--- src/rtl/dio_spi_master.sv ---
// SPI master for the data_io side channel: wraps INDEX / START / END / DATA
// operations into SS2-framed byte sequences, MSB first, SCK idle low.
module dio_spi_master #(
    parameter int CLK_DIV = 2,   // clk_sys cycles per SCK half period (1..255)
    parameter int SS_GAP  = 4    // minimum SCK half periods SS2 stays high between operations
) (
    input  logic        clk_sys,
    input  logic        rst_n,
    input  logic        cmd_valid,
    output logic        cmd_ready,
    input  logic [1:0]  cmd_op,
    input  logic [7:0]  cmd_arg,
    input  logic [15:0] cmd_len,
    input  logic [7:0]  in_data,
    input  logic        in_valid,
    output logic        in_ready,
    output logic        done,
    output logic [7:0]  status,
    output logic        SPI_SCK,
    output logic        SPI_SS2,
    output logic        SPI_DI,
    input  logic        SPI_DO
);

    typedef enum logic [2:0] {IDLE, SETUP, SHIFT, LOAD, WAIT_DATA, FINISH, GAP} state_e;

    localparam logic [1:0]  OP_INDEX = 2'd0;
    localparam logic [1:0]  OP_START = 2'd1;
    localparam logic [1:0]  OP_END   = 2'd2;
    localparam logic [1:0]  OP_DATA  = 2'd3;
    localparam logic [7:0]  DIV_LAST = 8'(CLK_DIV - 1);
    localparam logic [15:0] GAP_N    = 16'(SS_GAP);

    state_e      state_q;
    logic [7:0]  div_q;        // position inside the current half period
    logic [7:0]  tx_q;         // outgoing byte, bit 7 is on SPI_DI
    logic [7:0]  rx_q;         // bits sampled from SPI_DO
    logic [7:0]  arg_q;
    logic [7:0]  status_q;
    logic [2:0]  bit_q;        // bits completed in the current byte
    logic [15:0] cnt_q;        // bytes still to send after the current one
    logic [15:0] gap_q;        // half periods of SS2-high left in GAP
    logic [1:0]  op_q;
    logic        first_q;      // current byte is the command byte
    logic        sck_q, ss_q, di_q, done_q, cmd_ready_q;
    logic        tick;
    logic [7:0]  first_byte_d;
    logic [7:0]  next_byte_d;

    assign tick = (div_q == DIV_LAST);

    // Command byte for the incoming request and the follow-on byte for the latched one
    always_comb begin
        first_byte_d = 8'h53;
        case (cmd_op)
            OP_INDEX: first_byte_d = 8'h55;
            OP_DATA:  first_byte_d = 8'h54;
            default:  first_byte_d = 8'h53;
        endcase
        next_byte_d = in_data;
        case (op_q)
            OP_INDEX: next_byte_d = arg_q;
            OP_START: next_byte_d = 8'h01;
            OP_END:   next_byte_d = 8'h00;
            default:  next_byte_d = in_data;
        endcase
    end

    // Payload handshake is live only while LOAD is waiting on a DATA byte
    assign in_ready  = (state_q == LOAD) && (op_q == OP_DATA) && in_valid;
    assign cmd_ready = cmd_ready_q;
    assign done      = done_q;
    assign status    = status_q;
    assign SPI_SCK   = sck_q;
    assign SPI_SS2   = ss_q;
    assign SPI_DI    = di_q;

    // Sequencer: frames the bytes, generates SCK and shifts both directions
    always_ff @(posedge clk_sys or negedge rst_n) begin
        if (!rst_n) begin
            state_q     <= IDLE;
            div_q       <= '0;
            tx_q        <= '0;
            rx_q        <= '0;
            arg_q       <= '0;
            status_q    <= '0;
            bit_q       <= '0;
            cnt_q       <= '0;
            gap_q       <= '0;
            op_q        <= OP_INDEX;
            first_q     <= 1'b0;
            sck_q       <= 1'b0;
            ss_q        <= 1'b1;
            di_q        <= 1'b0;
            done_q      <= 1'b0;
            cmd_ready_q <= 1'b0;
        end else begin
            done_q <= 1'b0;
            div_q  <= tick ? '0 : div_q + 8'd1;
            case (state_q)
                IDLE: begin
                    div_q <= '0;
                    if (cmd_valid && cmd_ready_q) begin
                        cmd_ready_q <= 1'b0;
                        op_q        <= cmd_op;
                        arg_q       <= cmd_arg;
                        cnt_q       <= (cmd_op == OP_DATA) ? cmd_len : 16'd1;
                        tx_q        <= first_byte_d;
                        di_q        <= first_byte_d[7];
                        ss_q        <= 1'b0;
                        sck_q       <= 1'b0;
                        bit_q       <= '0;
                        first_q     <= 1'b1;
                        state_q     <= SETUP;
                    end else begin
                        cmd_ready_q <= 1'b1;
                    end
                end
                SETUP: begin
                    if (tick) begin
                        sck_q   <= 1'b1;
                        rx_q    <= {rx_q[6:0], SPI_DO};
                        state_q <= SHIFT;
                    end
                end
                SHIFT: begin
                    if (tick) begin
                        if (!sck_q) begin
                            sck_q <= 1'b1;
                            rx_q  <= {rx_q[6:0], SPI_DO};
                        end else begin
                            sck_q <= 1'b0;
                            if (bit_q == 3'd7) begin
                                bit_q   <= '0;
                                first_q <= 1'b0;
                                if (first_q) status_q <= rx_q;
                                if (cnt_q != 16'd0) begin
                                    state_q <= LOAD;
                                end else begin
                                    di_q    <= 1'b0;
                                    state_q <= FINISH;
                                end
                            end else begin
                                bit_q <= bit_q + 3'd1;
                                tx_q  <= {tx_q[6:0], 1'b0};
                                di_q  <= tx_q[6];
                            end
                        end
                    end
                end
                // One SCK-low cycle to fetch the next byte; the half period restarts after it
                LOAD: begin
                    div_q <= '0;
                    if (op_q != OP_DATA || in_valid) begin
                        tx_q    <= next_byte_d;
                        di_q    <= next_byte_d[7];
                        cnt_q   <= cnt_q - 16'd1;
                        state_q <= SHIFT;
                    end else begin
                        state_q <= WAIT_DATA;
                    end
                end
                WAIT_DATA: begin
                    div_q <= '0;
                    if (in_valid) state_q <= LOAD;
                end
                // Trailing SCK-low half period before SS2 is released
                FINISH: begin
                    if (tick) begin
                        ss_q    <= 1'b1;
                        done_q  <= 1'b1;
                        gap_q   <= GAP_N;
                        state_q <= GAP;
                    end
                end
                GAP: begin
                    if (gap_q == 16'd0) begin
                        cmd_ready_q <= 1'b1;
                        state_q     <= IDLE;
                    end else if (tick) begin
                        gap_q <= gap_q - 16'd1;
                    end
                end
                default: state_q <= IDLE;
            endcase
        end
    end

endmodule
--- config.mk ---
export PLATFORM = sky130hd
export DESIGN_NAME = dio_spi_master
export DESIGN_NICKNAME = d
export VERILOG_FILES = /design/src/rtl/dio_spi_master.sv
export SDC_FILE = /design/constraint.sdc
export NUM_CORES = 1
export LEC_CHECK = 0
export BUFFER_PORTS_ARGS = -buffer_cell sky130_fd_sc_hd__buf_2
export CORE_MARGIN = 3
export CORE_UTILIZATION = 51
export CTS_CLUSTER_SIZE = 30
export DETAILED_ROUTE_END_ITERATION = 10
export HOLD_SLACK_MARGIN = 0.1
export PLACE_DENSITY = 0.72
export SLEW_MARGIN = 25
export SYNTH_ARGS = -nofsm -noshare
export SYNTH_HDL_FRONTEND = slang
export SYNTH_SLANG_ARGS = --single-unit
--- constraint.sdc ---
create_clock -name clk_sys -period 2.2 [get_ports clk_sys]
set_input_delay 0.11 -clock clk_sys [delete_from_list [all_inputs] [get_ports clk_sys]]
set_output_delay 0.11 -clock clk_sys [all_outputs]
set_load 0.05 [all_outputs]
==> results.sh <==
export IMPL_wire_per_inst_um=15.9
export IMPL_insertion_delay_ns=0.37
export IMPL_cp_start_kind="flip-flop"
export IMPL_worstPathMaxFanout=5
export IMPL_use_met1_pct=31.1
export IMPL_rsz0062_at_grt="yes"
export IMPL_cts_buffers=9
export IMPL_avgSynthCellArea_um2=9.72
export IMPL_grt_total_usage_pct=23.6
export IMPL_nNetsFinal=634
export IMPL_cp_end_kind="flip-flop"
export IMPL_dr_first_iter_drc_count=281
export IMPL_core_area_um2=8300
export IMPL_use_met2_pct=40.8
export IMPL_port_buffers=52
export IMPL_grt_max_degree=47
export IMPL_die_x_um=99.1
export IMPL_worst_pin_slew_ns=0.724
export IMPL_grt_pass1_wl_um=19100
export IMPL_finalSetupViolations=4
export IMPL_pin_count=53
export IMPL_max_freq_ghz=0.441
export IMPL_failed_checks="negative setup slack"
export IMPL_postRouteAntennaNets=0
export IMPL_syn_num_nets=501
export IMPL_diodes=0
export IMPL_antenna_found_initial=0
export IMPL_cts_tree="done"
export IMPL_worstSetupPathType="flip-flop to flip-flop"
export IMPL_syn_cell_area_um2=4420
export IMPL_postSynthCellCount=455
export IMPL_arrival_ns=2.57
export IMPL_drv_slew=0
export IMPL_layout_drive_gt1_share_pct=33.2
export IMPL_start_util_pct=53.3
export IMPL_yosysSeqAreaShare_pct=48.1
export IMPL_rows=33
export IMPL_dieArea_um2=9820
export IMPL_ys_flop_type="dfrtp_1"
export IMPL_synth_edf_count=0
export IMPL_clkTransAtPathRegs_ns=0.10
export IMPL_drcViolationCount=0
export IMPL_drt_wl_total_um=11100
export IMPL_period_minus_slack_ns=2.27
export IMPL_use_met3_pct=4.07
export IMPL_synth_seq_cells=85
export IMPL_post_dp_cell_area_um2=5140
export IMPL_cts_root_buf="clkbuf_8"
export IMPL_period_share_pct=103
export IMPL_area_growth_pct=32.6
export IMPL_async_reset_ff_share_pct=100
export IMPL_dp_hpwl_um=7420
export IMPL_slew_headroom_pct=51.7
export IMPL_fin_util_pct=70.6
export IMPL_top_usage_layer="met2"
export IMPL_via_per_inst=5.81
export IMPL_nFillCells=627
export IMPL_hold_path_class="input pin to flip-flop"
export IMPL_cts_sinks=85
export IMPL_first_pass_iters=5
export IMPL_total_power_mw=8.35
export IMPL_status="finished, violations left"
export IMPL_p_leak_nw=2.76
export IMPL_fin_area_um2=5860
export IMPL_p_per_area_nw_per_um2=1420
export IMPL_grt_overflow_total=0
export IMPL_hold_viol=0
export IMPL_ys_types=64
export IMPL_cap_violations=0
export IMPL_place_congestion=0.831
export IMPL_fin_ws_ns=-0.0692
export IMPL_clock_skew_ns=0.0110
export IMPL_clockBufferDepth=2
export IMPL_yosys_warnings=0
export IMPL_h_tree_depth=3
export IMPL_cp_required_ns=2.50
export IMPL_die_h_um=99.1
export IMPL_vdd_drop_max_v=0.000857
export IMPL_vias=4052
export IMPL_grt_pass1_vias=3964
[timing repair]
action | 4_1_cts | 5_1_grt
resized for setup | 15 | 25
cloned | 1 | 0
hold endpoints to repair | 66 | 0
hold buffers | 28 | 0
pin swaps | 7 | 12
setup buffers | 5 | 5
endpoints found under the setup margin | 11 | 26
[placed cells by master (no fill, tap or decap), drive strengths merged, types with 25 or more instances in the layout]
master       synthesis  routed
nor2                39      39
dfrtp               84      84
o21ai               49      49
mux2                27      27
dlygate4sd3          0      28
nand2               25      25
buf                  3     113
a21oi               32      32
[state kept, by name (all words and copies together) (netlist names)]
| signal | cells |
|---|---|
| gap_q | 16 |
| op_q | 2 |
| bit_q | 3 |
| tx_q | 7 |
| div_q | 8 |
| SPI_SCK | 1 |
| rx_q | 8 |
| done | 1 |
| first_q | 1 |
| cmd_ready | 1 |
| cnt_q | 16 |
| arg_q | 8 |
| state_q | 3 |
| SPI_SS2 | 1 |
| SPI_DI | 1 |
| status | 8 |
[report_power, final]
group | switching [mW] | leakage (nW) | internal, mW
sequential | 0.374 | 1.11 | 2.09
combinational | 2.58 | 1.55 | 2.24
clock | 0.632 | 0.0978 | 0.436
[cell type report]
class | instances | area (µm²) | area share [%]
multi-input combinational | 337 | 2330 | 39.8
sequential | 85 | 2130 | 36.3
timing repair buffer | 141 | 1030 | 17.5
tap | 105 | 131 | 2.24
clock buffer | 9 | 124 | 2.11
clock inverter | 7 | 65.1 | 1.11
inverter | 14 | 52.6 | 0.897
[layer usage]
layer / part of all wire (%) / wire length, µm
met1: 44 / 4880
met2: 51 / 5670
met3: 3.9 / 435
met4: 1.0 / 112
met5: 0 / 0
[critical path, stage by stage (launching register included)]
cell       delay, ns
dfrtp_1         0.39
inv_1           0.06
ha_2            0.16
or4b_4          0.48
nor3_4          0.22
o2111ai_4       0.17
buf_6           0.17
or4_4           0.41
a21oi_2         0.13
[cells by family (layout without fill, tap and decap cells)]
| logic type | count (synthesis) | count (layout) | share of synthesized area, % |
|---|---|---|---|
| flip-flops | 85 | 85 | 48.1 |
| buffers and inverters | 34 | 171 | 2.92 |
| AO/OA/AOI/OAI | 131 | 132 | 18.4 |
| multiplexers | 29 | 29 | 7.33 |
| XOR/XNOR | 7 | 7 | 1.39 |
| adder cells (fa/ha/maj) | 7 | 7 | 1.98 |
| AND/OR/NAND/NOR | 162 | 162 | 19.8 |
[metrics by stage]
step	hold WS, ns	setup WS, ns	TNS, ns	std cells
3_3_place_gp	0.115	-0.0726	-0.184	643
4_1_cts	0.177	-0.0599	-0.191	693
5_1_grt	0.216	-0.200	-0.900	698
3_5_place_dp	0.122	-0.146	-0.518	643
6_report	0.183	-0.0692	-0.221	698
2_1_floorplan	-0.186	0.00747	0	455
[cell usage after synthesis, drive strengths merged (5+ instances only)]
master | number | area (µm²)
dfrtp | 84 | 2100
o21ai | 49 | 245
nor2 | 39 | 146
a21oi | 32 | 160
mux2 | 27 | 304
nand2 | 25 | 93.8
clkbuf | 17 | 63.8
nand3 | 17 | 85.1
nor3 | 17 | 85.1
or3 | 14 | 98.9
inv | 13 | 48.8
a22oi | 9 | 67.6
or4 | 9 | 76.3
ha | 7 | 87.6
and3 | 6 | 37.5
nand2b | 6 | 37.5
xor2 | 6 | 52.6
nor4 | 5 | 31.3
[final timing paths]
check	start	end	slack, ns	depth (start not counted)
min	in_data[6]	tx_q[6]	0.18	5
max in group asynchronous	rst_n	first_q	1.32	3
min reg2reg	tx_q[6]	tx_q[6]	0.49	2
max reg2reg	div_q[1]	gap_q[5]	-0.07	8
max	div_q[1]	gap_q[5]	-0.07	8
min in group asynchronous	rst_n	gap_q[4]	0.26	2
Power figures use the tool's default switching activity.
